**src/rtl/uart_pkg.sv**
```systemverilog
// Shared UART definitions: transmitter FSM states, legal parameter ranges,
// and the parity helper (also used by the receiver).
package uart_pkg;

  typedef enum logic [2:0] {
    IDLE,
    START,
    DATA,
    PARITY,
    STOP
  } tx_state_t;

  localparam int DATA_BITS_MIN = 5;
  localparam int DATA_BITS_MAX = 9;
  localparam int STOP_BITS_MAX = 2;

  // Wide enough to count 0..DATA_BITS_MAX-1.
  localparam int BIT_CNT_W = 4;

  // Payload narrower than DATA_BITS_MAX is zero-extended by the caller,
  // which leaves the XOR reduction unchanged.
  function automatic logic parity_bit(input logic [DATA_BITS_MAX-1:0] payload,
                                      input logic odd);
    return (^payload) ^ odd;
  endfunction

endpackage

```
**src/rtl/uart_baud_tick.sv**
```systemverilog
// Bit-time generator: counts 0..CLKS_PER_BIT-1 while enabled and flags the
// terminal count (tick) and the cycle just before it (pre_tick).
// The counter is held at zero whenever enable is low.
module uart_baud_tick #(
  parameter int CLKS_PER_BIT = 16
) (
  input  logic sys_clk,
  input  logic reset,
  input  logic enable,
  output logic tick,
  output logic pre_tick
);

  localparam int CNT_W = (CLKS_PER_BIT > 2) ? $clog2(CLKS_PER_BIT) : 1;
  localparam logic [CNT_W-1:0] TERM = CNT_W'(CLKS_PER_BIT - 1);
  localparam logic [CNT_W-1:0] PRE  = CNT_W'(CLKS_PER_BIT - 2);

  logic [CNT_W-1:0] cnt;

  // Free-running bit-time counter, cleared while disabled, wraps on terminal count.
  always_ff @(posedge sys_clk) begin
    if (reset || !enable) begin
      cnt <= '0;
    end else if (cnt == TERM) begin
      cnt <= '0;
    end else begin
      cnt <= cnt + CNT_W'(1);
    end
  end

  assign tick     = enable && (cnt == TERM);
  assign pre_tick = enable && (cnt == PRE);

endmodule

```
**src/rtl/uart_tx_frame.sv**
```systemverilog
// Parametrised UART transmitter: start bit, DATA_BITS payload LSB first,
// optional parity bit, STOP_BITS stop bits. load/ready handshake with
// busy/done status; tx idles high.
// Optional parity is enabled by defining UART_TX_PARITY_EN.
module uart_tx_frame
  import uart_pkg::*;
#(
  parameter int DATA_BITS    = 7,
  parameter int CLKS_PER_BIT = 16,
  parameter int STOP_BITS    = 1,
  parameter int PARITY_ODD   = 0
) (
  input  logic                 sys_clk,
  input  logic                 reset,
  input  logic                 load,
  input  logic [DATA_BITS-1:0] data_in,
  output logic                 ready,
  output logic                 busy,
  output logic                 done,
  output logic                 tx
);

  if (DATA_BITS < DATA_BITS_MIN || DATA_BITS > DATA_BITS_MAX) begin : g_bad_data_bits
    $fatal(1, "uart_tx_frame: DATA_BITS=%0d out of range", DATA_BITS);
  end
  if (CLKS_PER_BIT < 2) begin : g_bad_clks_per_bit
    $fatal(1, "uart_tx_frame: CLKS_PER_BIT=%0d must be >= 2", CLKS_PER_BIT);
  end
  if (STOP_BITS < 1 || STOP_BITS > STOP_BITS_MAX) begin : g_bad_stop_bits
    $fatal(1, "uart_tx_frame: STOP_BITS=%0d out of range", STOP_BITS);
  end
  if (PARITY_ODD != 0 && PARITY_ODD != 1) begin : g_bad_parity_odd
    $fatal(1, "uart_tx_frame: PARITY_ODD=%0d must be 0 or 1", PARITY_ODD);
  end

  localparam logic [BIT_CNT_W-1:0] DATA_LAST = BIT_CNT_W'(DATA_BITS - 1);
  localparam logic                 STOP_LAST = 1'(STOP_BITS - 1);

  tx_state_t              state;
  logic [DATA_BITS-1:0]   shreg;
  logic [BIT_CNT_W-1:0]   bit_cnt;
  logic                   stop_cnt;
  logic                   tick;
  logic                   pre_tick;
  logic                   baud_en;
  logic                   last_stop;
`ifdef UART_TX_PARITY_EN
  logic                   par_bit;
`endif

  assign baud_en   = (state != IDLE);
  assign last_stop = (state == STOP) && (stop_cnt == STOP_LAST);

  uart_baud_tick #(
    .CLKS_PER_BIT(CLKS_PER_BIT)
  ) u_baud (
    .sys_clk (sys_clk),
    .reset   (reset),
    .enable  (baud_en),
    .tick    (tick),
    .pre_tick(pre_tick)
  );

  // Frame sequencer: state, shift register, counters and registered outputs.
  // done is registered one cycle ahead (pre_tick) so it lands on the final
  // cycle of the last stop bit rather than the cycle after it.
  always_ff @(posedge sys_clk) begin
    if (reset) begin
      state    <= IDLE;
      tx       <= 1'b1;
      ready    <= 1'b1;
      busy     <= 1'b0;
      done     <= 1'b0;
      shreg    <= '0;
      bit_cnt  <= '0;
      stop_cnt <= 1'b0;
`ifdef UART_TX_PARITY_EN
      par_bit  <= 1'b0;
`endif
    end else begin
      done <= last_stop && pre_tick;
      case (state)
        IDLE: begin
          tx <= 1'b1;
          if (load && ready) begin
            shreg    <= data_in;
            state    <= START;
            tx       <= 1'b0;
            ready    <= 1'b0;
            busy     <= 1'b1;
            bit_cnt  <= '0;
            stop_cnt <= 1'b0;
`ifdef UART_TX_PARITY_EN
            par_bit  <= parity_bit(DATA_BITS_MAX'(data_in), PARITY_ODD[0]);
`endif
          end
        end
        START: begin
          if (tick) begin
            state <= DATA;
            tx    <= shreg[0];
            shreg <= shreg >> 1;
          end
        end
        DATA: begin
          if (tick) begin
            if (bit_cnt == DATA_LAST) begin
`ifdef UART_TX_PARITY_EN
              state <= PARITY;
              tx    <= par_bit;
`else
              state <= STOP;
              tx    <= 1'b1;
`endif
            end else begin
              bit_cnt <= bit_cnt + BIT_CNT_W'(1);
              tx      <= shreg[0];
              shreg   <= shreg >> 1;
            end
          end
        end
`ifdef UART_TX_PARITY_EN
        PARITY: begin
          if (tick) begin
            state <= STOP;
            tx    <= 1'b1;
          end
        end
`endif
        STOP: begin
          if (tick) begin
            if (stop_cnt == STOP_LAST) begin
              state <= IDLE;
              ready <= 1'b1;
              busy  <= 1'b0;
            end else begin
              stop_cnt <= stop_cnt + 1'b1;
            end
          end
        end
        default: begin
          state <= IDLE;
          tx    <= 1'b1;
          ready <= 1'b1;
          busy  <= 1'b0;
        end
      endcase
    end
  end

endmodule

```
**config.mk**
```make
export PLATFORM = sky130hd
export DESIGN_NAME = uart_tx_frame
export DESIGN_NICKNAME = d
export VERILOG_FILES = /design/src/rtl/uart_pkg.sv /design/src/rtl/uart_baud_tick.sv /design/src/rtl/uart_tx_frame.sv
export SDC_FILE = /design/constraint.sdc
export NUM_CORES = 1
export LEC_CHECK = 0
export CAP_MARGIN = 15
export CORE_MARGIN = 5
export CORE_UTILIZATION = 59
export CTS_BUF_LIST = sky130_fd_sc_hd__clkbuf_4 sky130_fd_sc_hd__clkbuf_8 sky130_fd_sc_hd__clkbuf_16
export DETAILED_ROUTE_END_ITERATION = 12
export PLACE_DENSITY = 0.8
export SYNTH_ARGS = -nofsm -noshare
export SYNTH_HDL_FRONTEND = slang
export SYNTH_SLANG_ARGS = --single-unit
```
**constraint.sdc**
```tcl
create_clock -name sys_clk -period 4.9 [get_ports sys_clk]
set_clock_uncertainty 0.1 [all_clocks]
set_input_delay 1.225 -clock sys_clk [delete_from_list [all_inputs] [get_ports sys_clk]]
set_output_delay 1.225 -clock sys_clk [all_outputs]
set_load 0.05 [all_outputs]
```
# Word level (Yosys, flattened, before mapping)
# Cells that the tools add are included.
classes:
  n_bitwise: 3
  n_reduce_logical: 20
  addsub: 3
  muxes: 32
  eq_ne: 13
ops:
  columns: ["operator", "n"]
  rows:
  - ["$mux W7", 4]
  - ["$pmux W7 S3", 1]
  - ["$mux W3", 6]
  - ["$ne A2 B2 Y1 const B", 7]
  - ["$mux W1", 12]
  - ["$mux W4", 3]
  - ["$pmux W3 S4", 1]
  - ["$add A4 B1 Y4 const B", 2]
  - ["$eq A4 B4 Y1 const B", 2]
  - ["$pmux W4 S2", 1]
  - ["$reduce_and A4 Y1", 2]
  - ["$pmux W1 S3", 2]
  - ["$reduce_and A3 Y1", 2]
  - ["$reduce_and A6 Y1", 1]
  - ["$reduce_bool A3 Y1", 2]
  - ["$logic_and A1 B1 Y1", 5]
  - ["$reduce_and A5 Y1", 1]
  - ["$eq A4 B3 Y1 const B", 1]
  - ["$pmux W1 S4", 1]
  - ["$reduce_bool A2 Y1", 2]
  - ["$reduce_or A2 Y1", 2]
  - ["$eq A3 B1 Y1 const B", 1]
  - ["$eq A3 B2 Y1 const B", 1]
  - ["$eq A3 B3 Y1 const B", 1]
  - ["6 further kinds", 8]
word_totals:
  wordCells: 80
  regBits: 23
  out_inout_bits: 4
  inputBits: 10

# Depth between registers and ports, before layout
depth:
  depth_word: 4
  depth_mapped: 8
  depth_no_buf: 6

# Cells and area by module
# A second synthesis with hierarchy kept.
hier_totals:
  cells_unflattened: 128
  hier_area_um2: 1169.9
modules_own_cells:
  columns: ["module", "area_each_um2", "instances", "seq_area_each_um2", "cells_per_inst"]
  rows:
  - ["uart_tx_frame", 979.7, 1, 360.3, 110]
  - ["uart_baud_tick", 190.2, 1, 80.1, 18]

# Worst setup path before layout
# No wires, ideal clock.
synth_timing:
  path_kind: "in2reg"
  start: "input load"
  end: "register shreg[0]"
  n_path_buf: 1
  required_ps: 4712
  setup_time_ps: 88
  path_slack_ps: 2574
  arrival_time_ps: 2138
  path_stages: 5
  path_cell_list: "nand2_1 -> a221oi_4 -> buf_6 -> a21oi_2 -> a311oi_2"
synth_between:
  elab_chain_len: 3
synth_lines:
  columns: ["element", "line_no", "rtl"]
  rows:
  - ["from (decl)", "uart_tx_frame.sv:15", "input logic load,"]
  - ["$logic_and A1 B1 Y1", "uart_tx_frame.sv:85", "if (load && ready) begin"]
  - ["$ne A2 B2 Y1 (no source line)", null, null]
  - ["$reduce_and A5 Y1 (no source line)", null, null]
  - ["to (signal assigned)", "uart_tx_frame.sv:86", "shreg <= data_in;"]
  - ["to (signal assigned)", "uart_tx_frame.sv:102", "shreg <= shreg >> 1;"]
  - ["to (signal assigned)", "uart_tx_frame.sv:118", "shreg <= shreg >> 1;"]
  - ["to (decl)", "uart_tx_frame.sv:40", "logic [DATA_BITS-1:0] shreg;"]
# No other way between the ends.
# A chain may end at the register's enable or synchronous reset.

# Worst setup path after layout
layout_timing:
  start: "register ready"
  end: "output ready"
layout_lines:
  columns: ["element", "line_no", "rtl"]
  rows:
  - ["from (decl)", "uart_tx_frame.sv:17", "output logic ready,"]
  - ["from (signal assigned)", "uart_tx_frame.sv:71", "ready <= 1'b1;"]
  - ["from (signal assigned)", "uart_tx_frame.sv:89", "ready <= 1'b0;"]
  - ["from (signal assigned)", "uart_tx_frame.sv:134", "ready <= 1'b1;"]
# No word-level cell between the ends.

==> out/results.tsv <==
metric	value	unit
outcome	completed	
setup ws final	1.98	ns
Gate power share	31.1	%
max-cap violation count	0	
power share of the sequential group	50.4	%
clock slew at reported path FFs	0.11	ns
Seq/Total Area, Yosys	35.4	%
final worst-path cycle share	59.7	%
Seq cells post-synth	22	
share of cells above drive strength 1	13.6	%
cells resized by post-CTS repair	0	
Num CTS Buffers	3	
switching share of power	33.8	%
Worst VDD drop	0.220	mV
average via count per standard cell	5.94	
NumNets Final	156	
Post-Syn Nets	148	
IO Pins	14	
critical-path cell list	clkdlybuf4s50_1	
wire per inst	14.0	um
GR peak layer	met2	
asr flop ratio synth	0	%
met1 global-route usage	19.4	%
Total GRT Usage	15.7	%
core area	1980	um^2
sw power	145	uW
Yosys cell types	46	
commonest non-fill, non-tap cell in the layout	dfxtp_1	
DRC	0	
postcts setup bufs	0	
port bufs	13	
RSZ-0062 raised after global routing	false	
slowest CP cell	clkdlybuf4s50_1	
top cells by area, synth	dfxtp_1 (35%), mux2i_1 (4.8%), a311oi_2 (4.8%)	
CP Max Fanout	7	
Die H	55.9	um
Initial Utilization	62.8	%
Yosys top cell area share	35.4	%
worst rel slew slack	49.2	%
Die W	55.9	um
Clock Root Buffer	clkbuf_4	
commonest register cell after synthesis	dfxtp_1	
Leak	0.000459	uW
PwrDens	314	nW/um^2
GPL Wtd Cong	0.796	
CTS Buffer Depth	2	
Pre-Repair DR Iteration Count	4	
number of diodes	0	
HPWL Detailed	1680	um
Placed Cells	164	
WP data arrival	1.60	ns
most frequent cells in the layout	dfxtp_1 (22), clkdlybuf4s50_1 (13), nor2_1 (12)	
P_int	284	uW
Slew Viols, Final	0	
Post-synth EDFFs	0	
met3 Resource Use GR	2.78	%
DR iter-0 viols	21	
initial antenna violation count	0	
Crit path required time	3.58	ns
crit-path max cell delay	0.85	ns
CP endpoint kind	output port	
first-pass GRT wire length	4060	um
register area	440	um^2
slew at the pin with the worst max-slew slack	0.761	ns
mapped cell area	1240	um^2
die area	3130	um^2
clock group share of total power	18.5	%
vias post-DR	992	
Post-Syn Instances	134	
hold_buf cts	0	
vias in the first global route	980	
area leader, netlist	dfxtp_1	
Crit Path Category	register to output port	
remaining global-route overflow	0	
pin count of the biggest net entering global routing	20	
DP Worst Slack	1.66	ns
Area growth, synth to finish	9.75	%
Post-Layout Cell Count	167	
worst hold slack	0.384	ns
Fmax	0.342	GHz
Detail Route Antenna Nets	0	
Yosys warnings	0	
# fillers	157	
CP Buf/Inv Count	1	
Avg Cell Area, Syn	9.29	um^2
Num Clock Sinks	22	
GR Layer Usage met2	26.5	%
Hold Vio Cnt, Final	0	
Worst-Skew Late Latency	0.30	ns
Tot Pwr	428	uW
Routed WL	2330	um
setup violators final	0	
CP top delay family	buffers and inverters	
Critical Path Start Type	register	
# rows	16	
Period minus WS final	2.92	ns
CTS tree	built	
Worst Hold Class	register to register	
setup TNS	0	ns
Multi-input gate area	717	um^2
H-Tree Depth	1	
per-stage QoR:
stage / area, um^2 / util, %
6_report: 1370 / 68.9
3_3_place_gp: 1340 / 67.8
5_1_grt: 1370 / 68.9
2_1_floorplan: 1240 / -
4_1_cts: 1370 / 68.9
3_5_place_dp: 1340 / 67.8
layout make-up:
cell class / instances / area share (%)
Timing Repair Buffer: 13 / 9.52
Inverter: 6 / 1.65
Multi-Input combinational cell: 96 / 52.5
Tap cell: 27 / 2.47
Clock buffer: 3 / 1.65
Sequential cell: 22 / 32.2
synth_stat cells, drive strengths merged (3+ instances only):
| library cell | number |
|---|---|
| nor4 | 3 |
| nand3 | 6 |
| clkbuf | 3 |
| a21oi | 14 |
| xnor2 | 5 |
| buf | 7 |
| nand2 | 4 |
| nor3 | 3 |
| ha | 4 |
| nor2b | 4 |
| dfxtp | 22 |
| nand4 | 3 |
| inv | 6 |
| o21ai | 3 |
| nor2 | 13 |
| a311oi | 6 |
| mux2i | 6 |
worst paths after layout:
path                       startpoint                  endpoint  slack [ns]  depth (start not counted)
max                ready$_SDFFE_PP1P_                     ready        1.98                          1
max reg2reg     state[0]$_SDFFE_PP0P_           tx$_SDFFE_PP1P_        2.54                          4
min          u_baud.cnt[0]$_SDFF_PP0_  u_baud.cnt[0]$_SDFF_PP0_        0.38                          1
min reg2reg  u_baud.cnt[0]$_SDFF_PP0_  u_baud.cnt[0]$_SDFF_PP0_        0.38                          1
flip-flops by register name, summed over array words and instances, names as in the netlist:
register,count
tx,1
busy,1
done,1
state,3
u_baud.cnt,4
ready,1
bit_cnt,4
shreg,7
cells by family after synthesis:
family	Yosys count	synth area share, %
AO/OA/AOI/OAI	34	23.0
XOR/XNOR	6	4.22
adder cells (fa/ha/maj)	5	4.82
buffers and inverters	16	7.03
flip-flops	22	35.4
multiplexers	7	5.73
AND/OR/NAND/NOR	44	19.8
metal layers:
layer	vias to the layer above	routed length, um
met1	462	1060
met5	-	0
met3	2	117
met2	24	1140
met4	0	15
li1	504	-
power by group through the flow:
stage	logic, uW	clock network (uW)	registers [uW]
2_1_floorplan	104	0	225
3_3_place_gp	129	0	219
3_5_place_dp	134	0	220
4_1_cts	134	82.0	216
5_1_grt	146	89.1	220
6_report	133	79.2	216
Power figures use the tool's default switching activity.
